===== config.mk =====
export PLATFORM = sky130hd
export DESIGN_NAME = multi_ch_burst_gen_flat
export DESIGN_NICKNAME = d
export VERILOG_FILES = /design/src/rtl/multi_ch_burst_gen_pkg.sv /design/src/rtl/multi_ch_burst_gen_if.sv /design/src/rtl/multi_ch_burst_gen_lane_calc.sv /design/src/rtl/multi_ch_burst_gen.sv /design/src/flat_wrapper.sv
export SDC_FILE = /design/constraint.sdc
export NUM_CORES = 1
export LEC_CHECK = 0
export ABC_AREA = 1
export CORE_MARGIN = 1
export CORE_UTILIZATION = 54
export CTS_CLUSTER_SIZE = 24
export DETAILED_ROUTE_END_ITERATION = 7
export PLACE_DENSITY = 0.76
export SYNTH_ARGS = -nofsm -noshare
export SYNTH_HDL_FRONTEND = slang
export SYNTH_SLANG_ARGS = --single-unit

===== constraint.sdc =====
create_clock -name clk -period 4.75 [get_ports clk]
set_input_delay 1.1875 -clock clk [delete_from_list [all_inputs] [get_ports clk]]
set_output_delay 1.1875 -clock clk [all_outputs]
set_load 0.01 [all_outputs]

===== src/rtl/multi_ch_burst_gen_pkg.sv =====
// Shared types for the multi-channel burst generator: FSM states, lane and
// configuration types sized for the default build.
package mcbg_pkg;

    localparam int DEF_DW  = 4;
    localparam int DEF_NCH = 2;
    localparam int DEF_LW  = 8;
    localparam int DEF_MBW = 4;

    typedef enum logic [1:0] {IDLE, BURST, GAP, FIN} state_t;

    typedef logic [DEF_DW-1:0] lane_t;
    typedef lane_t [DEF_NCH-1:0] lanes_t;

    // Field "rpt" holds the repeat count ("repeat" is a reserved word).
    typedef struct packed {
        lane_t              base;
        lane_t              step;
        lane_t              lane_ofs;
        logic [DEF_LW-1:0]  len;
        logic [DEF_LW-1:0]  gap;
        logic [DEF_MBW-1:0] rpt;
    } cfg_t;

endpackage


===== src/rtl/multi_ch_burst_gen_if.sv =====
// Handshake, configuration and status bundle between the burst generator
// (master) and its consumer/controller (slave).
interface multi_ch_burst_gen_if
    import mcbg_pkg::*;
#(
    parameter int DW           = DEF_DW,
    parameter int NCH          = DEF_NCH,
    parameter int LW           = DEF_LW,
    parameter int MAX_BURSTS_W = DEF_MBW
);
    logic                    start;
    logic [DW-1:0]           cfg_base;
    logic [DW-1:0]           cfg_step;
    logic [DW-1:0]           cfg_lane_ofs;
    logic [LW-1:0]           cfg_len;
    logic [LW-1:0]           cfg_gap;
    logic [MAX_BURSTS_W-1:0] cfg_repeat;
    logic                    o_valid;
    logic                    o_ready;
    logic [NCH*DW-1:0]       o_data;
    logic                    o_last;
    logic                    busy;
    logic                    done;

    modport master (
        input  start, cfg_base, cfg_step, cfg_lane_ofs, cfg_len, cfg_gap, cfg_repeat, o_ready,
        output o_valid, o_data, o_last, busy, done
    );

    modport slave (
        output start, cfg_base, cfg_step, cfg_lane_ofs, cfg_len, cfg_gap, cfg_repeat, o_ready,
        input  o_valid, o_data, o_last, busy, done
    );
endinterface


===== src/rtl/multi_ch_burst_gen_lane_calc.sv =====
// Registered per-lane values: lane c = lane0 + c*ofs, wrapping at DW bits.
module mcbg_lane_calc #(
    parameter int DW  = 4,
    parameter int NCH = 2
) (
    input  logic                    clk,
    input  logic                    rst,
    input  logic [DW-1:0]           lane0,
    input  logic [DW-1:0]           ofs,
    output logic [NCH-1:0][DW-1:0]  lanes
);
    for (genvar c = 0; c < NCH; c++) begin : g_lane
        localparam logic [DW-1:0] CK = DW'(c);
        always_ff @(posedge clk) begin
            if (rst) lanes[c] <= '0;
            else     lanes[c] <= lane0 + DW'(ofs * CK);
        end
    end
endmodule


===== src/rtl/multi_ch_burst_gen.sv =====
// Multi-lane counting burst source: bursts of cfg_len beats, cfg_gap idle
// cycles between bursts, cfg_repeat extra bursts, valid/ready output.
module multi_ch_burst_gen
    import mcbg_pkg::*;
#(
    parameter int DW           = DEF_DW,
    parameter int NCH          = DEF_NCH,
    parameter int LW           = DEF_LW,
    parameter int MAX_BURSTS_W = DEF_MBW
) (
    input logic                 clk,
    input logic                 rst,
    multi_ch_burst_gen_if.master bus
);
    typedef struct packed {
        logic [DW-1:0] step;
        logic [DW-1:0] lane_ofs;
        logic [LW-1:0] len;
        logic [LW-1:0] gap;
    } run_cfg_t;

    state_t                  state, state_nxt;
    run_cfg_t                cfg_q, cfg_nxt;
    logic [DW-1:0]           lane0, lane0_nxt;
    logic [LW-1:0]           beat_cnt, beat_cnt_nxt;
    logic [LW-1:0]           gap_cnt, gap_cnt_nxt;
    logic [MAX_BURSTS_W-1:0] bursts_left, bursts_left_nxt;
    logic [NCH-1:0][DW-1:0]  lanes;
    logic                    accept, last_beat;

    assign accept    = (state == BURST) && bus.o_ready;
    assign last_beat = (beat_cnt == cfg_q.len - LW'(1));

    always_ff @(posedge clk) begin
        if (rst) begin
            state       <= IDLE;
            cfg_q       <= '0;
            lane0       <= '0;
            beat_cnt    <= '0;
            gap_cnt     <= '0;
            bursts_left <= '0;
        end else begin
            state       <= state_nxt;
            cfg_q       <= cfg_nxt;
            lane0       <= lane0_nxt;
            beat_cnt    <= beat_cnt_nxt;
            gap_cnt     <= gap_cnt_nxt;
            bursts_left <= bursts_left_nxt;
        end
    end

    always_comb begin
        state_nxt       = state;
        cfg_nxt         = cfg_q;
        lane0_nxt       = lane0;
        beat_cnt_nxt    = beat_cnt;
        gap_cnt_nxt     = gap_cnt;
        bursts_left_nxt = bursts_left;
        case (state)
            IDLE: if (bus.start) begin
                cfg_nxt         = '{step: bus.cfg_step, lane_ofs: bus.cfg_lane_ofs,
                                    len: bus.cfg_len, gap: bus.cfg_gap};
                lane0_nxt       = bus.cfg_base;
                beat_cnt_nxt    = '0;
                gap_cnt_nxt     = '0;
                bursts_left_nxt = bus.cfg_repeat;
                state_nxt       = (bus.cfg_len == '0) ? FIN : BURST;
            end
            BURST: if (accept) begin
                lane0_nxt    = lane0 + cfg_q.step;
                beat_cnt_nxt = beat_cnt + LW'(1);
                if (last_beat) begin
                    beat_cnt_nxt = '0;
                    if (bursts_left == '0) begin
                        state_nxt = FIN;
                    end else begin
                        bursts_left_nxt = bursts_left - MAX_BURSTS_W'(1);
                        // gap==0 keeps us in BURST: next burst follows with no bubble
                        if (cfg_q.gap != '0) begin
                            state_nxt   = GAP;
                            gap_cnt_nxt = cfg_q.gap - LW'(1);
                        end
                    end
                end
            end
            GAP: begin
                if (gap_cnt == '0) state_nxt = BURST;
                else               gap_cnt_nxt = gap_cnt - LW'(1);
            end
            FIN:     state_nxt = IDLE;
            default: state_nxt = IDLE;
        endcase
    end

    // Fed with next-state values so lane data lines up with o_valid.
    mcbg_lane_calc #(.DW(DW), .NCH(NCH)) u_lane_calc (
        .clk   (clk),
        .rst   (rst),
        .lane0 (lane0_nxt),
        .ofs   (cfg_nxt.lane_ofs),
        .lanes (lanes)
    );

    assign bus.o_data  = lanes;
    assign bus.o_valid = (state == BURST);
    assign bus.o_last  = (state == BURST) && last_beat;
    assign bus.busy    = (state != IDLE);
    assign bus.done    = (state == FIN);
endmodule


===== src/flat_wrapper.sv =====
// flat-port wrapper written by rule: the top's interface ports become plain ports
module multi_ch_burst_gen_flat import mcbg_pkg::*;
#(
    parameter int DW           = DEF_DW,
    parameter int NCH          = DEF_NCH,
    parameter int LW           = DEF_LW,
    parameter int MAX_BURSTS_W = DEF_MBW
)
  (clk, rst, bus_start, bus_cfg_base, bus_cfg_step, bus_cfg_lane_ofs, bus_cfg_len, bus_cfg_gap, bus_cfg_repeat, bus_o_ready, bus_o_valid, bus_o_data, bus_o_last, bus_busy, bus_done);
  multi_ch_burst_gen_if #(.DW(DW), .NCH(NCH), .LW(LW), .MAX_BURSTS_W(MAX_BURSTS_W)) bus_i ();
  input logic clk;
  input logic rst;
  input wire logic [$bits(bus_i.start)-1:0] bus_start;
  input wire logic [$bits(bus_i.cfg_base)-1:0] bus_cfg_base;
  input wire logic [$bits(bus_i.cfg_step)-1:0] bus_cfg_step;
  input wire logic [$bits(bus_i.cfg_lane_ofs)-1:0] bus_cfg_lane_ofs;
  input wire logic [$bits(bus_i.cfg_len)-1:0] bus_cfg_len;
  input wire logic [$bits(bus_i.cfg_gap)-1:0] bus_cfg_gap;
  input wire logic [$bits(bus_i.cfg_repeat)-1:0] bus_cfg_repeat;
  input wire logic [$bits(bus_i.o_ready)-1:0] bus_o_ready;
  output wire logic [$bits(bus_i.o_valid)-1:0] bus_o_valid;
  output wire logic [$bits(bus_i.o_data)-1:0] bus_o_data;
  output wire logic [$bits(bus_i.o_last)-1:0] bus_o_last;
  output wire logic [$bits(bus_i.busy)-1:0] bus_busy;
  output wire logic [$bits(bus_i.done)-1:0] bus_done;
  assign bus_i.start = bus_start;
  assign bus_i.cfg_base = bus_cfg_base;
  assign bus_i.cfg_step = bus_cfg_step;
  assign bus_i.cfg_lane_ofs = bus_cfg_lane_ofs;
  assign bus_i.cfg_len = bus_cfg_len;
  assign bus_i.cfg_gap = bus_cfg_gap;
  assign bus_i.cfg_repeat = bus_cfg_repeat;
  assign bus_i.o_ready = bus_o_ready;
  assign bus_o_valid = bus_i.o_valid;
  assign bus_o_data = bus_i.o_data;
  assign bus_o_last = bus_i.o_last;
  assign bus_busy = bus_i.busy;
  assign bus_done = bus_i.done;
  multi_ch_burst_gen #(.DW(DW), .NCH(NCH), .LW(LW), .MAX_BURSTS_W(MAX_BURSTS_W)) u_core (.clk(clk), .rst(rst), .bus(bus_i));
endmodule

-- After elaboration in Yosys (flattened, before gate mapping)
Cells that the tools add are included.
- add/sub/neg operators: 7
- equal/unequal tests: 12
- multiplexer cells: 28
- reduce and logical (&&, ||, !) cells: 15
- operators by type and width (operator ; number):
    $mux W8 ; 8
    $mux W20 ; 2
    $mux W4 ; 6
    $pmux W8 S3 ; 1
    $sub A8 B1 Y8 const B ; 3
    $logic_not A8 Y1 ; 2
    $pmux W4 S2 ; 2
    $pmux W8 S2 ; 1
    $mux W2 ; 7
    $reduce_and A5 Y1 ; 2
    $add A4 B4 Y4 ; 2
    $add A8 B1 Y8 const B ; 1
    $eq A8 B8 Y1 ; 1
    $ne A2 B1 Y1 const B ; 4
    $pmux W2 S4 ; 1
    $reduce_bool A8 Y1 ; 1
    $reduce_and A7 Y1 ; 1
    $ne A2 B2 Y1 const B ; 3
    $eq A2 B2 Y1 const B ; 2
    $logic_not A4 Y1 ; 1
    $reduce_bool A2 Y1 ; 2
    $sub A4 B1 Y4 const B ; 1
    $ne A3 B1 Y1 const B ; 1
    $reduce_and A3 Y1 ; 1
    other kinds (5) ; 6
- bits in registers: 54
- output and inout port bits: 12

-- Depth between registers and ports, before layout
- depth in word-level cells: 6
- mapped depth: 17
- gate-level depth less buffers: 17

-- Cells and area by module
From an unflattened synthesis, not the netlist that was laid out.
- cell total of the unflattened synthesis: 499
- area, all modules: 3397.0 µm²
- modules (own cells, without submodules) (module ; instances ; cells an instance ; area an instance (µm²) ; seq. area each (µm²)):
    multi_ch_burst_gen ; 1 ; 459 ; 3056.7 ; 1001.0
    mcbg_lane_calc ; 1 ; 40 ; 340.3 ; 160.2

-- Worst setup path after synthesis
No wires, ideal clock.
- path kind: input-to-reg
- from: input port bus_start
- to: register u_core.u_lane_calc.lanes[7] in the netlist's numbering
- library setup time: 0.113 ns
- arrival time: 2.828 ns
- data required time: 4.637 ns
- path slack: 1.809 ns
- cell stages on the path: 13
- cells stage by stage: or2_2 nand2_1 nor2_4 inv_1 nand2_1 nand2_1 ha_1 a21o_1 a21oi_1 xnor2_1 inv_1 nor2_1 nor2_1
- word-level cells in the longest chain between the ends: 3
- ends and longest elaborated chain (what ; line ; text):
    from (decl) ; flat_wrapper.sv:13 ; input wire logic [$bits(bus_i.start)-1:0] bus_start;
    $mux W4 ; multi_ch_burst_gen.sv:60 ; IDLE: if (bus.start) begin
    $pmux W4 S2 ; multi_ch_burst_gen.sv:59 ; case (state)
    named net u_core.lane0_nxt[1] ; multi_ch_burst_gen.sv:24 ; logic [DW-1:0] lane0, lane0_nxt;
    $add A4 B4 Y4 ; multi_ch_burst_gen_lane_calc.sv:16 ; else lanes[c] <= lane0 + DW'(ofs * CK);
    to (signal, indexed assignment) ; multi_ch_burst_gen_lane_calc.sv:16 ;
    to (decl) ; multi_ch_burst_gen_lane_calc.sv:10 ; output logic [NCH-1:0][DW-1:0] lanes
The timed path passes the listed nets, and every way through them passes these cells.
A chain may end at the register's enable or synchronous reset.

-- Worst setup path in the final report
- from: register u_core.cfg_q[8] in the netlist's numbering
- to: output port bus_o_last
- word-level cells in the longest chain between the ends: 3
- ends and longest elaborated chain (what ; line ; text):
    from (decl) ; multi_ch_burst_gen.sv:23 ; run_cfg_t cfg_q, cfg_nxt;
    from (signal assigned) ; multi_ch_burst_gen.sv:44 ; cfg_q <= cfg_nxt;
    $sub A8 B1 Y8 ; multi_ch_burst_gen.sv:32 ; assign last_beat = (beat_cnt == cfg_q.len - LW'(1));
    $eq A8 B8 Y1 ; multi_ch_burst_gen.sv:32 ;
    $logic_and A1 B1 Y1 ; multi_ch_burst_gen.sv:106 ; assign bus.o_last = (state == BURST) && last_beat;
    to (decl) ; flat_wrapper.sv:23 ; output wire logic [$bits(bus_i.o_last)-1:0] bus_o_last;
No other way between the ends.

==> flow_summary_export.csv <==
group,metric,value,unit
placed_design,dp_cells,582,
synthesis,synthArstFlopShare,0,
synthesis,syn_area,0.00316,sq mm
synthesis,syn_area_per_cell,6.67,sq um
setup_path,required,3.56,ns
synthesis,seq_area_frac_synth,0.342,
placed_design,dpl.hpwl,5450,microns
power,comb_power_share,0.613,
cells_and_area,n_antenna_cell,0,
clock_network,cts_resized,0,
detailed_routing,wl,7250,microns
clock_network,clk_pin_slew,0.10,ns
setup_path,cp_common_cell,"nand2_1",
floorplan,die_w,78.5,microns
setup_path,path_class,"reg2out",
power,seqPwrFrac,0.281,
timing,worst_slack,1.13,ns
job,cap_violations,0,
global_routing,grt_pass1_wl,12900,microns
placed_design,gp_congestion,0.839,
min_path,hold_path.class,"reg2reg",
clock_network,holdBufCountCts,0,
timing,fin_crit_sh,0.762,
cells_and_area,nFillCells,525,
power,p_int,0.00127,W
clock_network,clk_latency,0.31,ns
floorplan,core-area,0.00557,sq mm
timing,whs,0.474,ns
clock_network,cts_tree,"built",
detailed_routing,vias_per_cell,5.10,
clock_network,root_buffer,"clkbuf_8",
power,pwr-share-clk,0.107,
clock_network,cts.sinks,54,
synthesis,yosysMostFrequentCell,"nand2_1",
power,switchingPower,0.00115,W
floorplan,fp-row-count,27,
setup_path,arrival,2.43,ns
detailed_routing,drc,0,
clock_network,cts_setup_buffers,0,
cells_and_area,area_delta_synth_final,18.7,%
timing,worst_pin_slew,0.580,ns
detailed_routing,firstDrtPassIters,4,
clock_network,clk_path_buf_depth,2,
setup_path,slowest_delay,0.55,ns
floorplan,io-pin-count,48,
detailed_routing,ant_nets,0,
global_routing,grt_max_degree,35,
power,power_leakage,1.76,nW
cells_and_area,drive_above_1_share,0.0562,
timing,slew_headroom,0.613,
detailed_routing,dr.first_iter.drc_count,167,
cells_and_area,fin_cells,588,
placed_design,place_ws,1.08,ns
status,status,"finished clean",
synthesis,yosysTopAreaCell,"dfxtp_1",
synthesis,synth_edf_count,0,
cells_and_area,nNetsFinal,569,
timing,finalSetupViolCount,0,
timing,fin_skew,0.00898,ns
synthesis,synth_area_leaders,"dfxtp_1, nand2_1, nor2_1",
global_routing,grt_overflow,0,
timing,min_period,3.62,ns
floorplan,fp.dieH,78.5,microns
synthesis,post-synth-top-area-fraction,0.342,
timing,finalHoldViolations,0,
global_routing,grt.total_usage,0.261,
power,switching_share,0.475,
synthesis,synthCells,474,
floorplan,start_util,0.567,
power,ir_worst_vdd,0.452,mV
timing,tns,0,ns
clock_network,cts_buffers,5,
global_routing,grt_pass1_vias,2938,
global_routing,antenna_found_initial,0,
synthesis,yosysUniqueCellTypes,34,
detailed_routing,wl_per_cell,12.3,microns
setup_path,worstPathCellList,"inv_1, ha_1, inv_1, nand2_1, nand2_1, nand2_1, nor2_1, nand3_1, nor2_1, nand2_1, nor2_1, clkdlybuf4s50_1",
setup_path,start_kind,"register",
synthesis,syn-num-nets,526,
synthesis,ys_ff_latch,54,
placed_design,port_buffers,47,
power,powerDensity,645,mW/mm^2
synthesis,synth_flop_cell,"dfxtp_1",
timing,rsz0062_at_grt,"false",
setup_path,slowest_stage,"clkdlybuf4s50_1",
clock_network,cts_max_level,2,
synthesis,synth.top_cells.by_count,"nand2_1, nor2_1, inv_1",
timing,finalMaxSlewViolations,0,
floorplan,dieArea,0.00617,sq mm
synthesis,yosys_warnings,0,
setup_path,end_kind,"output port",
timing,clock.fmax,276,MHz
detailed_routing,vias,2998,
setup_path,cp_max_fo,5,
[cell usage in the layout, fill, tap and decap left out, drive strengths merged, types with 6 or more instances in the layout]
master | netlist | layout
or2 | 8 | 8
nand3 | 21 | 21
nand4 | 12 | 12
dfxtp | 54 | 54
o21ai | 43 | 43
ha | 14 | 14
inv | 66 | 66
nor2 | 82 | 82
nor3 | 7 | 7
nand2 | 104 | 104
clkdlybuf4s50 | 0 | 47
xor2 | 8 | 8
clkbuf | 7 | 6
a21oi | 23 | 23
[power by group through the flow]
stage / clock network [W] / registers [W] / logic [W]
6_report: 0.000259 / 0.000680 / 0.00148
5_1_grt: 0.000282 / 0.000695 / 0.00174
4_1_cts: 0.000264 / 0.000680 / 0.00149
3_5_place_dp: 0 / 0.000690 / 0.00147
3_3_place_gp: 0 / 0.000687 / 0.00144
2_1_floorplan: 0 / 0.000679 / 0.00115
[cells by family after synthesis]
group                      Yosys count  synth area share
AOI/OAI and AO/OA                   70             0.115
xor gates and xnor gates            13            0.0360
adders and majority gates           16            0.0680
buffers and inverters               80             0.100
DFF                                 54             0.342
muxes                                2           0.00633
and+or+nand+nor                    239             0.333
[per-layer routing]
layer  global-route usage  routed length (microns)
met4               0.0778                      114
met3               0.0453                      375
met2                0.431                     3240
met1                0.346                     3520
met5                    0                        0
[layout make-up]
type	count	area, sq um	area share
clock buffer	6	82.6	0.0220
sequential	54	1080	0.288
tap	72	90.1	0.0240
timing repair buffer	49	485	0.129
inverter	67	251	0.0670
multi-input combinational	340	1760	0.470
[path summary, 6_finish.rpt]
check | cells after the start | slack [ns] | from | endpoint
max reg2reg | 16 | 1.77 | u_core.state[1]$_SDFFE_PP0P_ | u_core.u_lane_calc.lanes[7]$_SDFF_PP0_
min | 2 | 0.47 | u_core.cfg_q[23]$_SDFFE_PP0P_ | u_core.cfg_q[23]$_SDFFE_PP0P_
max | 12 | 1.13 | u_core.cfg_q[8]$_SDFFE_PP0P_ | bus_o_last
min reg2reg | 2 | 0.47 | u_core.cfg_q[23]$_SDFFE_PP0P_ | u_core.cfg_q[23]$_SDFFE_PP0P_
[flip-flops by register name (all words and copies together), names as in the netlist]
name and flops:
u_core.gap_cnt 8, u_core.lane0 4, u_core.cfg_q 24, u_core.state 2, u_core.bursts_left 4, u_core.u_lane_calc.lanes 4
u_core.beat_cnt 8
[critical path: cells and delay by family, from the launching register on]
kind	cells	cell delay, ns
buffers and inverters	3	0.73
and+or+nand+nor	8	0.67
adders and majority gates	1	0.33
DFF	1	0.38
[through the flow]
| step | instance area, sq um | utilization | total power [W] |
|---|---|---|---|
| 3_5_place_dp | 3670 | 0.659 | 0.00216 |
| 2_1_floorplan | 3160 | - | 0.00183 |
| 5_1_grt | 3750 | 0.674 | 0.00271 |
| 6_report | 3750 | 0.674 | 0.00242 |
| 4_1_cts | 3750 | 0.674 | 0.00243 |
| 3_3_place_gp | 3670 | 0.659 | 0.00212 |
No activity file was read; power rests on OpenSTA's default activity.
